`src/rtl/rep_pkg.sv`:
```
// Shared types and helpers for the repetition matcher: operating modes,
// per-channel FSM states and a saturating increment.
package rep_pkg;

  typedef enum logic [1:0] {
    REP_CONSECUTIVE,
    REP_GOTO,
    REP_NONCONSEC
  } rep_mode_e;

  typedef enum logic {
    S_IDLE,
    S_ARMED
  } state_e;

  // Increment v, clamping at the all-ones value of a w-bit counter (w <= 32).
  function automatic logic [31:0] sat_inc(input logic [31:0] v, input int unsigned w);
    logic [31:0] top;
    top = (w >= 32) ? 32'hFFFF_FFFF : ((32'd1 << w) - 32'd1);
    return (v >= top) ? top : v + 32'd1;
  endfunction

endpackage

```
`src/rtl/rep_channel.sv`:
```
// One repetition-checking channel: occurrence counter, window timer, latched
// bounds and the IDLE/ARMED FSM. All outputs come straight from registers.
module rep_channel import rep_pkg::*; #(
  parameter int        CNT_W   = 8,
  parameter rep_mode_e MODE    = REP_CONSECUTIVE,
  parameter int        TIMEOUT = 64
) (
  input  logic             clk,
  input  logic             rst_n,
  input  logic [CNT_W-1:0] cfg_min,
  input  logic [CNT_W-1:0] cfg_max,
  input  logic             start,
  input  logic             ev,
  output logic             match,
  output logic             done,
  output logic             fail,
  output logic             busy,
  output logic             start_drop,
  output logic [CNT_W-1:0] cnt
);

  localparam int            TW     = (TIMEOUT > 1) ? $clog2(TIMEOUT) : 1;
  localparam logic [TW-1:0] T_LAST = TW'(TIMEOUT - 1);

  state_e           state_reg, state_next;
  logic [CNT_W-1:0] cnt_reg, cnt_next;
  logic [CNT_W-1:0] min_reg, min_next;
  logic [CNT_W-1:0] max_reg, max_next;
  logic [TW-1:0]    timer_reg, timer_next;
  logic             match_reg, match_next;
  logic             done_reg, done_next;
  logic             fail_reg, fail_next;
  logic             drop_reg, drop_next;

  logic             cfg_ok, timeout, in_range;
  logic [CNT_W-1:0] cnt_inc, cnt_new;

  assign cfg_ok   = (cfg_min != '0) && (cfg_min <= cfg_max);
  assign cnt_inc  = CNT_W'(sat_inc(32'(cnt_reg), CNT_W));
  assign cnt_new  = ev ? cnt_inc : cnt_reg;
  assign in_range = (cnt_new >= min_reg) && (cnt_new <= max_reg);
  assign timeout  = (timer_reg == T_LAST);

  always_comb begin
    state_next = state_reg;
    cnt_next   = cnt_reg;
    min_next   = min_reg;
    max_next   = max_reg;
    timer_next = timer_reg;
    match_next = 1'b0;
    done_next  = 1'b0;
    fail_next  = 1'b0;
    drop_next  = 1'b0;
    if (MODE == REP_CONSECUTIVE) begin
      // Run length of the current ev burst; bounds are read live.
      cnt_next   = ev ? cnt_inc : '0;
      match_next = ev && cfg_ok && (cnt_next >= cfg_min) && (cnt_next <= cfg_max);
    end else begin
      case (state_reg)
        S_IDLE: begin
          cnt_next   = '0;
          timer_next = '0;
          if (start) begin
            if (cfg_ok) begin
              state_next = S_ARMED;
              min_next   = cfg_min;
              max_next   = cfg_max;
            end else begin
              drop_next = 1'b1;
            end
          end
        end
        S_ARMED: begin
          drop_next  = start;
          cnt_next   = cnt_new;
          timer_next = timer_reg + 1'b1;
          if (MODE == REP_GOTO) begin
            match_next = ev && in_range;
            if (ev && (cnt_new == max_reg)) begin
              done_next  = 1'b1;
              state_next = S_IDLE;
            end else if (timeout) begin
              done_next  = (cnt_new >= min_reg);
              fail_next  = (cnt_new < min_reg);
              state_next = S_IDLE;
            end
          end else begin
            // An event beyond the upper bound is an overshoot.
            if (ev && (cnt_reg == max_reg)) begin
              fail_next  = 1'b1;
              state_next = S_IDLE;
            end else begin
              match_next = in_range;
              if (timeout) begin
                done_next  = in_range;
                fail_next  = !in_range;
                state_next = S_IDLE;
              end
            end
          end
        end
        default: state_next = S_IDLE;
      endcase
    end
  end

  always_ff @(posedge clk or negedge rst_n) begin
    if (!rst_n) begin
      state_reg <= S_IDLE;
      cnt_reg   <= '0;
      min_reg   <= '0;
      max_reg   <= '0;
      timer_reg <= '0;
      match_reg <= 1'b0;
      done_reg  <= 1'b0;
      fail_reg  <= 1'b0;
      drop_reg  <= 1'b0;
    end else begin
      state_reg <= state_next;
      cnt_reg   <= cnt_next;
      min_reg   <= min_next;
      max_reg   <= max_next;
      timer_reg <= timer_next;
      match_reg <= match_next;
      done_reg  <= done_next;
      fail_reg  <= fail_next;
      drop_reg  <= drop_next;
    end
  end

  assign match      = match_reg;
  assign done       = done_reg;
  assign fail       = fail_reg;
  assign start_drop = drop_reg;
  assign busy       = (state_reg == S_ARMED);
  assign cnt        = cnt_reg;

endmodule

```
`src/rtl/repetition_matcher.sv`:
```
// Multi-channel SVA-style repetition checker ([*m:n], [->m:n], [=m:n]);
// channels are independent and share only the cfg bounds.
module repetition_matcher import rep_pkg::*; #(
  parameter int        NUM_CH  = 4,
  parameter int        CNT_W   = 8,
  parameter rep_mode_e MODE    = REP_CONSECUTIVE,
  parameter int        TIMEOUT = 64
) (
  input  logic                    clk,
  input  logic                    rst_n,
  input  logic [CNT_W-1:0]        cfg_min,
  input  logic [CNT_W-1:0]        cfg_max,
  input  logic [NUM_CH-1:0]       start,
  input  logic [NUM_CH-1:0]       ev,
  output logic [NUM_CH-1:0]       match,
  output logic [NUM_CH-1:0]       done,
  output logic [NUM_CH-1:0]       fail,
  output logic [NUM_CH-1:0]       busy,
  output logic [NUM_CH-1:0]       start_drop,
  output logic [NUM_CH*CNT_W-1:0] cnt
);

  genvar gi;
  generate
    for (gi = 0; gi < NUM_CH; gi++) begin : g_ch
      rep_channel #(
        .CNT_W   (CNT_W),
        .MODE    (MODE),
        .TIMEOUT (TIMEOUT)
      ) u_ch (
        .clk        (clk),
        .rst_n      (rst_n),
        .cfg_min    (cfg_min),
        .cfg_max    (cfg_max),
        .start      (start[gi]),
        .ev         (ev[gi]),
        .match      (match[gi]),
        .done       (done[gi]),
        .fail       (fail[gi]),
        .busy       (busy[gi]),
        .start_drop (start_drop[gi]),
        .cnt        (cnt[gi*CNT_W +: CNT_W])
      );
    end
  endgenerate

endmodule

```
`config.mk`:
```
export PLATFORM = sky130hd
export DESIGN_NAME = repetition_matcher
export DESIGN_NICKNAME = d
export VERILOG_FILES = /design/src/rtl/rep_pkg.sv /design/src/rtl/rep_channel.sv /design/src/rtl/repetition_matcher.sv
export SDC_FILE = /design/constraint.sdc
export NUM_CORES = 1
export LEC_CHECK = 0
export BUFFER_PORTS_ARGS = -buffer_cell sky130_fd_sc_hd__buf_4
export CORE_UTILIZATION = 50
export DETAILED_ROUTE_END_ITERATION = 6
export PLACE_DENSITY = 0.77
export SLEW_MARGIN = 5
export SYNTH_ARGS = -nofsm -noshare
export SYNTH_HDL_FRONTEND = slang
export SYNTH_HIERARCHICAL = 1
export SYNTH_SLANG_ARGS = --single-unit
```
`constraint.sdc`:
```
create_clock -name clk -period 5 [get_ports clk]
set_clock_uncertainty 0.15 [all_clocks]
set_input_delay 1 -clock clk [delete_from_list [all_inputs] [get_ports clk]]
set_output_delay 1 -clock clk [all_outputs]
set_load 0.01 [all_outputs]
```
==> results.ini, run 1 <==
[floorplanning]
dieArea_um2 = 8730
initial_core_util_pct = 53.0
rows = 32
core-area_um2 = 7890
ioPinCount = 78
die_y_um = 93.4
fp.dieW_um = 93.4

[final_layout]
largest_reg_flops = 32
syn2layout_area_growth_pct = 14.5
num_antenna_cells = 0
layout.nets = 674
final_layout_size_suffix_gt1_share_pct = 16.9

[routing]
drt-total-wl_mm = 9.74
first_pass_iters = 4
ant_nets = 0
via_per_inst = 5.65
drcViolationCount = 0
drt_first_iter_violations = 78
num_vias = 3677
wl_per_cell_um = 15.0

[setup_path]
r2r_slack_ps = 2220
crit_required_ps = 5030
path_max_fanout = 6
arrival_ps = 2810
rr_worst_depth = 10
start_kind = flop
critPathKind = flop to flop
r2r_start = g_ch[1].u_ch/cnt[0]
crit_start = g_ch[1].u_ch/cnt[0]
critPathCaptureType = flop
path_cells = ha_1 -> nand2_1 -> nor2_2 -> nand3_2 -> a21oi_1 -> ha_1 -> a21oi_1 -> o21ai_0 -> and3b_1 -> nor4b_2
slowest_stage = dfrtp_1
cpPeakStageDelay_ps = 410
r2r_end = g_ch[1].u_ch/match

[timing]
fmax_mhz = 360
finalMaxSlewViolations = 0
timing_hold_violations_final = 0
finalSetupViolCount = 0
fin_crit_sh_pct = 55.6
setup_tns_ps = 0
fin_crit_ps = 2780
grt_setup_unrepaired = false

[power_and_ir_drop]
power.share.clock_pct = 34.4
p_total_uw = 821
leakagePower_uw = 0.00255
power_frac_seq_pct = 37.6
cellPowerDensity_nw_per_um2 = 172
power.net_switching_uw = 247
ir_drop_v = 0.000109
p_int_uw = 574
p_comb_share_pct = 28.1
sw_frac_of_total_pct = 30.0

[clocking]
clock_latency_ps = 290
cts_tree = done
clkTransAtPathRegs_ps = 70
htreeDepth = 2
clock_sink_count = 36
clk_path_buf_depth = 2
post_cts_buffers = 0
cts_repair_resize_count = 0
ctsHoldBuffers = 0
numCtsBuffers = 5
cts-root-buf = clkbuf_8

[global_routing]
grtUsageTotal_pct = 24.4
grt_start_max_net_pins = 37
grt_antenna_before_repair = 0
grt_pass1_vias = 3853
gr-total-overflow = 0
grt_pass1_wl_mm = 17.0

[logic_synthesis]
yosys_warnings = 6
synth_cell_types = 34
ys_ff_latch = 36
syn_avg_cell_area_um2 = 8.56
synth_top_area_cell = ha_1
synth_top_cell_area_share_pct = 29.9
synth_area_leaders = ha_1, dfrtp_1, inv_1, a21oi_1, o21ai_0
syn_area_um2 = 4180
syn_inst = 488
ys_seq_area_share_pct = 21.6

[outcome]
status = finished, final reports clean

[run]
maxCapViolCount = 0

[hold_path]
hold_path_end = g_ch[2].u_ch/cnt[0]
holdPathStages = 1
min_from = g_ch[2].u_ch/cnt[0]
min_path_type = flop to flop

[place]
hpwl_mm = 7.64
io_buffer_count = 57
routabilityCongestion = 0.808

## cell usage after synthesis (all sizes together)
master   number
nor2         24
xor2          8
dfrtp        36
a2111oi       4
a21oi        52
a211oi        4
nand3b        4
and4          4
o21a          4
mux2i         4
nor2b         4
o31ai         4
nand3        20
conb          4
and3b         4
a21boi        4
ha          100
nand2b        4
o21ai        32
nand4        20
nor4b         4
xnor2         8
nor3          8
buf          16
nor4          8
inv          76
clkinv        4
nand2        20
and2          4
## worst max-delay path by stage
stage                               endpoint  slack, ps  depth (start not counted)
final                     g_ch[1].u_ch/match       2220                         10
after global routing      g_ch[1].u_ch/match       2010                         12
after CTS                 g_ch[1].u_ch/match       2250                         10
after detailed placement  g_ch[1].u_ch/match       2040                          8
after global placement    g_ch[0].u_ch/match       2070                         10
after floorplan           g_ch[0].u_ch/match       2360                          9
## critical path: cells and delay by family (launching register included)
family | cells | cell delay [ps]
adder cells (fa/ha/maj) | 2 | 540
flip-flops | 1 | 410
AND/OR/NAND/NOR | 5 | 990
AO/OA/AOI/OAI | 3 | 580
## power groups by stage
stage	clock network (uW)	logic [uW]	registers, uW
after global routing	297	264	310
after CTS	289	230	308
after global placement	0	215	313
after detailed placement	0	229	314
after floorplan	0	150	316
final	282	231	308
## stage by stage
stage	setup slack, ps	instance area [um^2]	hold WS, ps	cells	utilization [%]
after global routing	2010	4790	404	651	60.7
final	2220	4790	372	651	60.7
after floorplan	2360	4220	389	500	-
after CTS	2250	4790	378	651	60.7
after global placement	2070	4660	358	643	59.1
after detailed placement	2040	4660	366	643	59.1
## placed cells by master (no fill, tap or decap)
cell type / n
ha_1: 100
inv_1: 76
buf_4: 57
a21oi_1: 48
dfrtp_1: 36
o21ai_0: 31
nand2_1: 20
nor2_1: 20
nand4_1: 20
nand3_1: 16
conb_1: 16
xnor2_1: 8
xor2_1: 8
nor4_1: 8
clkbuf_8: 7
nor2_2: 4
nand3_2: 4
clkinv_1: 4
mux2i_1: 4
a21oi_2: 4
nand3b_1: 4
and3b_1: 4
nand2b_4: 4
a2111oi_2: 4
o21a_1: 4
nor3_1: 4
nor3_2: 4
a211oi_1: 4
nor2b_1: 4
and2_1: 4
and4_1: 4
a21boi_0: 4
o31ai_1: 4
nor4b_2: 4
bufinv_16: 1
o21ai_1: 1
## cell families after synthesis
group	share of synthesized area, %
AND/OR/NAND/NOR	19.0
AO/OA/AOI/OAI	14.7
adder cells (fa/ha/maj)	29.9
buffers and inverters	10.1
flip-flops	21.6
XOR/XNOR	3.35
other	0.359
multiplexers	0.958
## final cells by class
cell class | count | area [um^2]
Clock inverter | 1 | 30.0
Multi-Input combinational cell | 368 | 2900
Inverter | 80 | 300
Clock buffer | 7 | 96.3
Sequential cell | 36 | 901
Timing Repair Buffer | 57 | 428
Fill cell | 671 | 3100
Tap cell | 102 | 128
## routing by layer
metal | GRT usage (%) | part of all wire (%) | vias to the layer above
met4 | 12.3 | 2.9 | 0
met2 | 44.1 | 48 | 107
met3 | 2.60 | 4.8 | 25
li1 | - | - | 1820
met5 | 0 | 0 | -
met1 | 28.4 | 44 | 1725
Power figures use the tool's default switching activity.
==> run 2, diff against run 1 <==
--- a/config.mk
+++ b/config.mk
@@ -5,10 +5,11 @@
 export SDC_FILE = /design/constraint.sdc
 export NUM_CORES = 1
 export LEC_CHECK = 0
+export ABC_AREA = 1
 export BUFFER_PORTS_ARGS = -buffer_cell sky130_fd_sc_hd__buf_4
 export CORE_UTILIZATION = 50
 export DETAILED_ROUTE_END_ITERATION = 6
-export PLACE_DENSITY = 0.77
+export PLACE_DENSITY = 0.79
 export SLEW_MARGIN = 5
 export SYNTH_ARGS = -nofsm -noshare
 export SYNTH_HDL_FRONTEND = slang
==> constraint.sdc (replaced) <==
create_clock -name clk -period 2.4 [get_ports clk]
set_clock_uncertainty 0.15 [all_clocks]
set_input_delay 0.48 -clock clk [delete_from_list [all_inputs] [get_ports clk]]
set_output_delay 0.48 -clock clk [all_outputs]
set_load 0.01 [all_outputs]
==> run 2 against run 1 <==
  * The flow now finishes with violations (hold timing, setup timing)
  * Via count grew 16%
  * Combinational power rose to 2.5 times the previous value
  * Critical path depth grew 2
  * Die area up 4.5%
  * Maximum frequency increased by 13%
  * Total power increased by 110%
  * Highest routed layer unchanged
  * Critical endpoint is now g_ch[2].u_ch/match
  * Synthesized cell count rose by 24%
  * Largest power group unchanged
==> results.ini, run 2 <==
[clocking]
clkTransAtPathRegs_ps = 70  ; about the same
clock_sink_count = 36  ; unchanged
cts-root-buf = clkbuf_8  ; unchanged
numCtsBuffers = 5  ; unchanged
ctsHoldBuffers = 0  ; unchanged
htreeDepth = 2  ; unchanged
clk_path_buf_depth = 2  ; unchanged
cts_tree = done  ; unchanged
clock_latency_ps = 290  ; about the same

[final_layout]
syn2layout_area_growth_pct = 27.6  ; was 14.5%
num_antenna_cells = 0  ; unchanged
layout.nets = 814  ; was 674
layout_commonest_cell = nand2_1  ; was ha_1
instances_no_fill = 793  ; was 651
fin_util_pct = 66.9  ; was 60.7%
final_layout_size_suffix_gt1_share_pct = 28.9  ; was 16.9%
layout_common_cells = nand2_1, inv_1, ha_1, buf_4, nor2_1  ; was ha_1, inv_1, buf_4, a21oi_1, dfrtp_1
largest_reg_flops = 32  ; unchanged
n_fill_cell = 658  ; was 671

[floorplanning]
die_y_um = 95.5  ; was 93.4 um
initial_core_util_pct = 52.4  ; was 53.0%
rows = 33  ; was 32
fp.dieW_um = 95.5  ; was 93.4 um
ioPinCount = 78  ; unchanged
core-area_um2 = 8340  ; was 7890 um^2
dieArea_um2 = 9120  ; was 8730 um^2

[setup_path]
rr_worst_depth = 12  ; was 10
r2r_start = g_ch[2].u_ch/cnt[1]  ; was g_ch[1].u_ch/cnt[0]
start_kind = flop  ; unchanged
arrival_ps = 2480  ; was 2810 ps
path_max_fanout = 5  ; was 6
critPathKind = flop to flop  ; unchanged
crit_required_ps = 2430  ; was 5030 ps
r2r_end = g_ch[2].u_ch/match  ; was g_ch[1].u_ch/match
crit_start = g_ch[2].u_ch/cnt[1]  ; was g_ch[1].u_ch/cnt[0]
critPathCaptureType = flop  ; unchanged
r2r_slack_ps = -50  ; was 2220 ps
endpoint = g_ch[2].u_ch/match  ; was g_ch[1].u_ch/match

[outcome]
violations = hold timing, setup timing
status = finished with violations  ; was finished, final reports clean

[global_routing]
grt_antenna_before_repair = 0  ; unchanged
grt_pass1_wl_mm = 17.0  ; about the same
grt_start_max_net_pins = 37  ; unchanged
grt_pass1_vias = 4185  ; was 3853
grtUsageTotal_pct = 23.8  ; was 24.4%
gr-total-overflow = 0  ; unchanged

[timing]
fin_crit_ps = 2450  ; was 2780 ps
finalSetupViolCount = 4  ; was 0
grt_setup_unrepaired = true  ; was false
finalMaxSlewViolations = 0  ; unchanged
fin_crit_sh_pct = 102  ; was 55.6%
finalWorstSetupSlack_ps = -53.6  ; was 2220 ps
setup_tns_ps = -149  ; was 0 ps
timing_hold_violations_final = 16  ; was 0
fmax_mhz = 408  ; was 360 MHz
hold-worst-slack_ps = -19.1  ; was 372 ps

[routing]
wl_per_cell_um = 14.5  ; was 15.0 um
wl_met1_mm = 4.65  ; was 4.27 mm
first_pass_iters = 4  ; unchanged
via_per_inst = 5.36  ; was 5.65
ant_nets = 0  ; unchanged
met3_length_um = 505  ; was 468 um
num_vias = 4253  ; was 3677
drt-total-wl_mm = 11.5  ; was 9.74 mm
met2WireLength_mm = 5.94  ; was 4.72 mm
drt_first_iter_violations = 122  ; was 78
top_layer_used = met4  ; unchanged
drcViolationCount = 0  ; unchanged

[logic_synthesis]
syn_area_um2 = 4370  ; was 4180 um^2
ys_seq_area_share_pct = 20.6  ; was 21.6%
yosysMostFrequentCell = nand2_1  ; was ha_1
synth_top_area_cell = ha_1  ; unchanged
ys_ff_latch = 36  ; unchanged
synth_cell_types = 28  ; was 34
syn_inst = 603  ; was 488
syn_avg_cell_area_um2 = 7.25  ; was 8.56 um^2
synth_top_cell_area_share_pct = 28.6  ; was 29.9%
yosys-top-cells-count = nand2_1, ha_1, inv_1, nor2_1, a21oi_1  ; was ha_1, inv_1, a21oi_1, dfrtp_1, o21ai_0
synth_edf_count = 0  ; unchanged
synthArstFlopShare_pct = 100  ; unchanged
synth_flop_cell = dfrtp_1  ; unchanged
yosys_warnings = 6  ; unchanged
synth_area_leaders = ha_1, dfrtp_1, nand2_1, inv_1, nor2_1  ; was ha_1, dfrtp_1, inv_1, a21oi_1, o21ai_0

[place]
routabilityCongestion = 0.844  ; was 0.808
hpwl_mm = 8.27  ; was 7.64 mm
io_buffer_count = 57  ; unchanged
pre_cts_slack_ps = -67.1  ; was 2040 ps
dp_cells = 768  ; was 643

[power_and_ir_drop]
ir_drop_v = 0.000169  ; was 0.000109 V
cellPowerDensity_nw_per_um2 = 305  ; was 172 nW/um^2
leakagePower_uw = 0.00316  ; was 0.00255 uW

[hold_path]
min_path_type = primary input to async pin  ; was flop to flop

[run]
maxCapViolCount = 0  ; unchanged

-- run 2: cell types whose count changed in the layout (fill, tap and decap cells not counted), moves of 7 or more --
cell,before,now
nand2_2,0,14
inv_1,76,89
o21ai_0,31,3
nand2_1,20,104
nor4_1,8,1
a21oi_1,48,34
ha_4,0,12
buf_4,57,79
nor2_1,20,52
ha_1,100,86
a21o_1,0,8
inv_2,0,26
nor3_4,0,7
-- run 2: critical path, stage by stage (launching register included) --
cell	delay, ps
dfrtp_2	430
ha_4	180
nand2_4	60
nor3_4	290
nand3_4	170
a21oi_4	190
ha_1	280
a21oi_1	210
nand2_1	100
nand2_1	90
nand3_1	70
nand3_1	70
nor2_1	60
-- run 2: stage by stage --
stage / hold WS (ps) / total power [uW] / area, um^2
finish: -19.1 / 1700 / 5580
global route: 18.9 / 1820 / 5580
CTS: 8.58 / 1620 / 5050
detailed placement: 316 / 1130 / 4910
global placement: 316 / 1100 / 4910
floorplan: 34.4 / 974 / 4420
-- run 2: worst min-delay path by stage --
| stage | startpoint | to | slack, ps | depth (start not counted) |
|---|---|---|---|---|
| after floorplan | rst_n | g_ch[0].u_ch/cnt[0] | 30 | 0 |
| after global placement | rst_n | g_ch[0].u_ch/cnt[0] | 320 | 1 |
| after detailed placement | rst_n | g_ch[0].u_ch/cnt[0] | 320 | 1 |
| after CTS | rst_n | g_ch[0].u_ch/cnt[0] | 9 | 1 |
| after global routing | rst_n | g_ch[0].u_ch/cnt[0] | 20 | 1 |
| final | rst_n | g_ch[0].u_ch/cnt[0] | -20 | 1 |
-- run 2: kinds of logic (layout without fill, tap and decap cells) --
logic type | count (synthesis) | after routing | synth area share, %
buf+inv | 137 | 210 | 13.2
xor+xnor | 12 | 12 | 2.40
flops | 36 | 36 | 20.6
simple gates | 240 | 240 | 25.5
compound gates | 74 | 74 | 9.36
fa+ha+maj | 100 | 100 | 28.6
other cells | 4 | 16 | 0.343
-- run 2: layout make-up --
type | instances | area, um^2 | area share, %
multi-input combinational | 442 | 3360 | 60.2
sequential | 36 | 906 | 16.2
tap | 105 | 131 | 2.36
inverter | 121 | 459 | 8.23
clock buffer | 7 | 96.3 | 1.73
timing repair buffer | 82 | 627 | 11.2
-- run 2: layer usage --
layer,vias to the layer above,track usage [%]
met1,1992,25.8
met2,119,44.4
met4,0,11.9
li1,2097,-
met3,45,3.67
met5,-,0
-- run 2: power breakdown --
part,leakage (uW),internal [uW],switching [uW],total [uW]
clock,0.0000503,256,213,469
combinational,0.00263,241,342,582
sequential,0.000487,624,24.1,648
total,0.00316,1120,579,1700
-- run 2: what timing repair did --
action                                 4_1_cts  5_1_grt
resized for setup                            8       84
buffers inserted                             3       15
endpoints found under the hold margin        0        0
pin swaps                                    2       45
setup endpoints to repair                    4        4
gates cloned                                 0        0
==> run 3, diff against run 2 <==
--- a/config.mk
+++ b/config.mk
@@ -7,6 +7,7 @@
 export LEC_CHECK = 0
 export ABC_AREA = 1
 export BUFFER_PORTS_ARGS = -buffer_cell sky130_fd_sc_hd__buf_4
+export CORE_MARGIN = 5
 export CORE_UTILIZATION = 50
 export DETAILED_ROUTE_END_ITERATION = 6
 export PLACE_DENSITY = 0.79
==> run 3 against run 2 <==
  * The run still ends with hold timing, setup timing left
  * Sequential share of layout area is 0.074 points lower
  * Flip-flop and latch count unchanged
  * Die area increased by 17%
  * Critical path type unchanged
  * Critical endpoint is now g_ch[0].u_ch/match
==> results.ini, run 3 (same netlist as run 2, synthesis figures left out) <==
[outcome]
status = finished with violations  ; unchanged
violations = hold timing, setup timing  ; unchanged

[setup_path]
arrival_ps = 2510  ; was 2480 ps
start_kind = flop  ; unchanged
rr_worst_depth = 13  ; was 12
r2r_end = g_ch[0].u_ch/match  ; was g_ch[2].u_ch/match
r2r_start = g_ch[0].u_ch/cnt[1]  ; was g_ch[2].u_ch/cnt[1]
crit_required_ps = 2450  ; was 2430 ps
r2r_slack_ps = -60  ; was -50 ps
slowest_stage = dfrtp_1  ; was dfrtp_2
path_max_fanout = 4  ; was 5
critPathCaptureType = flop  ; unchanged
critPathKind = flop to flop  ; unchanged
path_cells = ha_4 -> nand2_4 -> nor3_4 -> buf_6 -> nor3_4 -> nor3_2 -> ha_1 -> nand2_1 -> inv_1 -> nor2_1 -> o21a_1 -> a21oi_2 -> nor2_1  ; was ha_4 -> nand2_4 -> nor3_4 -> nand3_4 -> a21oi_4 -> ha_1 -> a21oi_1 -> nand2_1 -> nand2_1 -> nand3_1 -> nand3_1 -> nor2_1
cpPeakStageDelay_ps = 430  ; about the same

[global_routing]
grt_antenna_before_repair = 0  ; unchanged
grt_util_met2_pct = 36.2  ; was 44.4%
grt_start_max_net_pins = 37  ; unchanged
gr-total-overflow = 0  ; unchanged
busiest_layer = met2  ; unchanged
grtUsageTotal_pct = 19.9  ; was 23.8%
grt_pass1_wl_mm = 17.0  ; unchanged
use_met1_pct = 24.0  ; was 25.8%
use_met3_pct = 2.28  ; was 3.67%
grt_pass1_vias = 3870  ; was 4185

[routing]
ant_nets = 0  ; unchanged
wl_per_cell_um = 14.2  ; was 14.5 um
via_per_inst = 5.21  ; was 5.36
drt-total-wl_mm = 11.4  ; was 11.5 mm
drt_first_iter_violations = 122  ; unchanged
drcViolationCount = 0  ; unchanged
first_pass_iters = 4  ; unchanged
num_vias = 4166  ; was 4253

[power_and_ir_drop]
leakagePower_uw = 0.00315  ; was 0.00316 uW
ir_drop_v = 0.000166  ; was 0.000169 V
cellPowerDensity_nw_per_um2 = 294  ; was 305 nW/um^2

[place]
hpwl_mm = 8.44  ; was 8.27 mm
dp_cells = 773  ; was 768
io_buffer_count = 57  ; unchanged
routabilityCongestion = 0.847  ; was 0.844
pre_cts_slack_ps = -56.3  ; was -67.1 ps
placedInstanceArea_um2 = 4930  ; was 4910 um^2

[timing]
finalMaxSlewViolations = 0  ; unchanged
hold-worst-slack_ps = -11.5  ; was -19.1 ps
fin_crit_sh_pct = 102  ; about the same
finalWorstSetupSlack_ps = -58.3  ; was -53.6 ps
timing_hold_violations_final = 8  ; was 16
finalSetupViolCount = 2  ; was 4
fin_crit_ps = 2460  ; was 2450 ps
grt_setup_unrepaired = true  ; unchanged
fmax_mhz = 407  ; was 408 MHz

[clocking]
clock_sink_count = 36  ; unchanged
numCtsBuffers = 5  ; unchanged
cts_tree = done  ; unchanged
htreeDepth = 2  ; unchanged
clkTransAtPathRegs_ps = 80  ; was 70 ps
ctsHoldBuffers = 0  ; unchanged
clock_latency_ps = 290  ; about the same
clk_path_buf_depth = 2  ; unchanged
cts-root-buf = clkbuf_8  ; unchanged

[floorplanning]
die_y_um = 103  ; was 95.5 um
core-area_um2 = 8640  ; was 8340 um^2
initial_core_util_pct = 50.6  ; was 52.4%
rows = 34  ; was 33
ioPinCount = 78  ; unchanged
fp.dieW_um = 103  ; was 95.5 um
dieArea_um2 = 10700  ; was 9120 um^2

[final_layout]
seq_area_um2 = 903  ; was 906 um^2
multiInputGateArea_um2 = 3360  ; about the same
n_fill_cell = 681  ; was 658
largest_reg_flops = 32  ; unchanged
final_area_um2 = 5590  ; was 5580 um^2
layout_common_cells = nand2_1, inv_1, ha_1, buf_4, nor2_1  ; unchanged
layout.nets = 817  ; was 814
layout_commonest_cell = nand2_1  ; unchanged
num_antenna_cells = 0  ; unchanged
instances_no_fill = 799  ; was 793
fin_util_pct = 64.7  ; was 66.9%
final_layout_size_suffix_gt1_share_pct = 30.4  ; was 28.9%
syn2layout_area_growth_pct = 27.9  ; was 27.6%

[run]
maxCapViolCount = 0  ; unchanged

[hold_path]
min_path_type = primary input to async pin  ; unchanged

==> run 3: changes by cell type in the layout (fill, tap and decap cells not counted), sizes merged <==
cell / previous run / this run
buf: 82 / 85
clkinv: 4 / 5
clkbuf: 7 / 6
==> run 3: final cells by class <==
| type | count | area share (%) |
|---|---|---|
| Clock buffer | 6 | 1.30 |
| Tap cell | 108 | 2.42 |
| Timing Repair Buffer | 85 | 11.6 |
| Sequential cell | 36 | 16.2 |
| Inverter | 121 | 8.22 |
| Multi-Input combinational cell | 442 | 60.2 |
| Clock inverter | 1 | 0.0896 |
==> run 3: worst max-delay path, delay by kind of cell, from the launching register on <==
family | cells | cell delay (ps)
flip-flops | 1 | 430
AO/OA/AOI/OAI | 2 | 190
AND/OR/NAND/NOR | 7 | 940
adder cells (fa/ha/maj) | 2 | 480
buffers and inverters | 2 | 180
==> run 3: worst max path at each step <==
| stage | start | slack (ps) | depth (start not counted) | endpoint |
|---|---|---|---|---|
| after CTS | g_ch[0].u_ch/cnt[0] | 6 | 16 | g_ch[0].u_ch/match |
| after global placement | g_ch[0].u_ch/cnt[0] | 60 | 12 | g_ch[0].u_ch/match |
| after detailed placement | g_ch[1].u_ch/cnt[0] | -60 | 14 | g_ch[1].u_ch/match |
| after floorplan | g_ch[1].u_ch/cnt[0] | 170 | 11 | g_ch[1].u_ch/match |
| after global routing | g_ch[0].u_ch/cnt[1] | -210 | 13 | g_ch[0].u_ch/match |
| final | g_ch[0].u_ch/cnt[1] | -60 | 13 | g_ch[0].u_ch/match |
==> run 3: per-stage QoR <==
| stage | TNS, ps | power [uW] |
|---|---|---|
| CTS | 0 | 1570 |
| floorplan | 0 | 974 |
| detailed placement | -148 | 1140 |
| finish | -97.2 | 1640 |
| global placement | 0 | 1110 |
| global route | -580 | 1760 |
==> run 3: layer usage <==
metal	up-vias	wire (um)
li1	2091	-
met1	1967	4640
met2	91	5940
met3	17	570
met4	0	205
met5	-	0
==> run 3: what timing repair did <==
action                                 in CTS  in global routing
pin swaps                                   6                 59
endpoints found under the hold margin       0                  0
gates resized for setup                    13                 82
buffers inserted                            3                 16
setup endpoints to repair                   3                  4
==> run 3: where the power goes <==
group          internal [uW]  switching, uW
registers                623           21.9
clock network            198            222
logic                    235            341
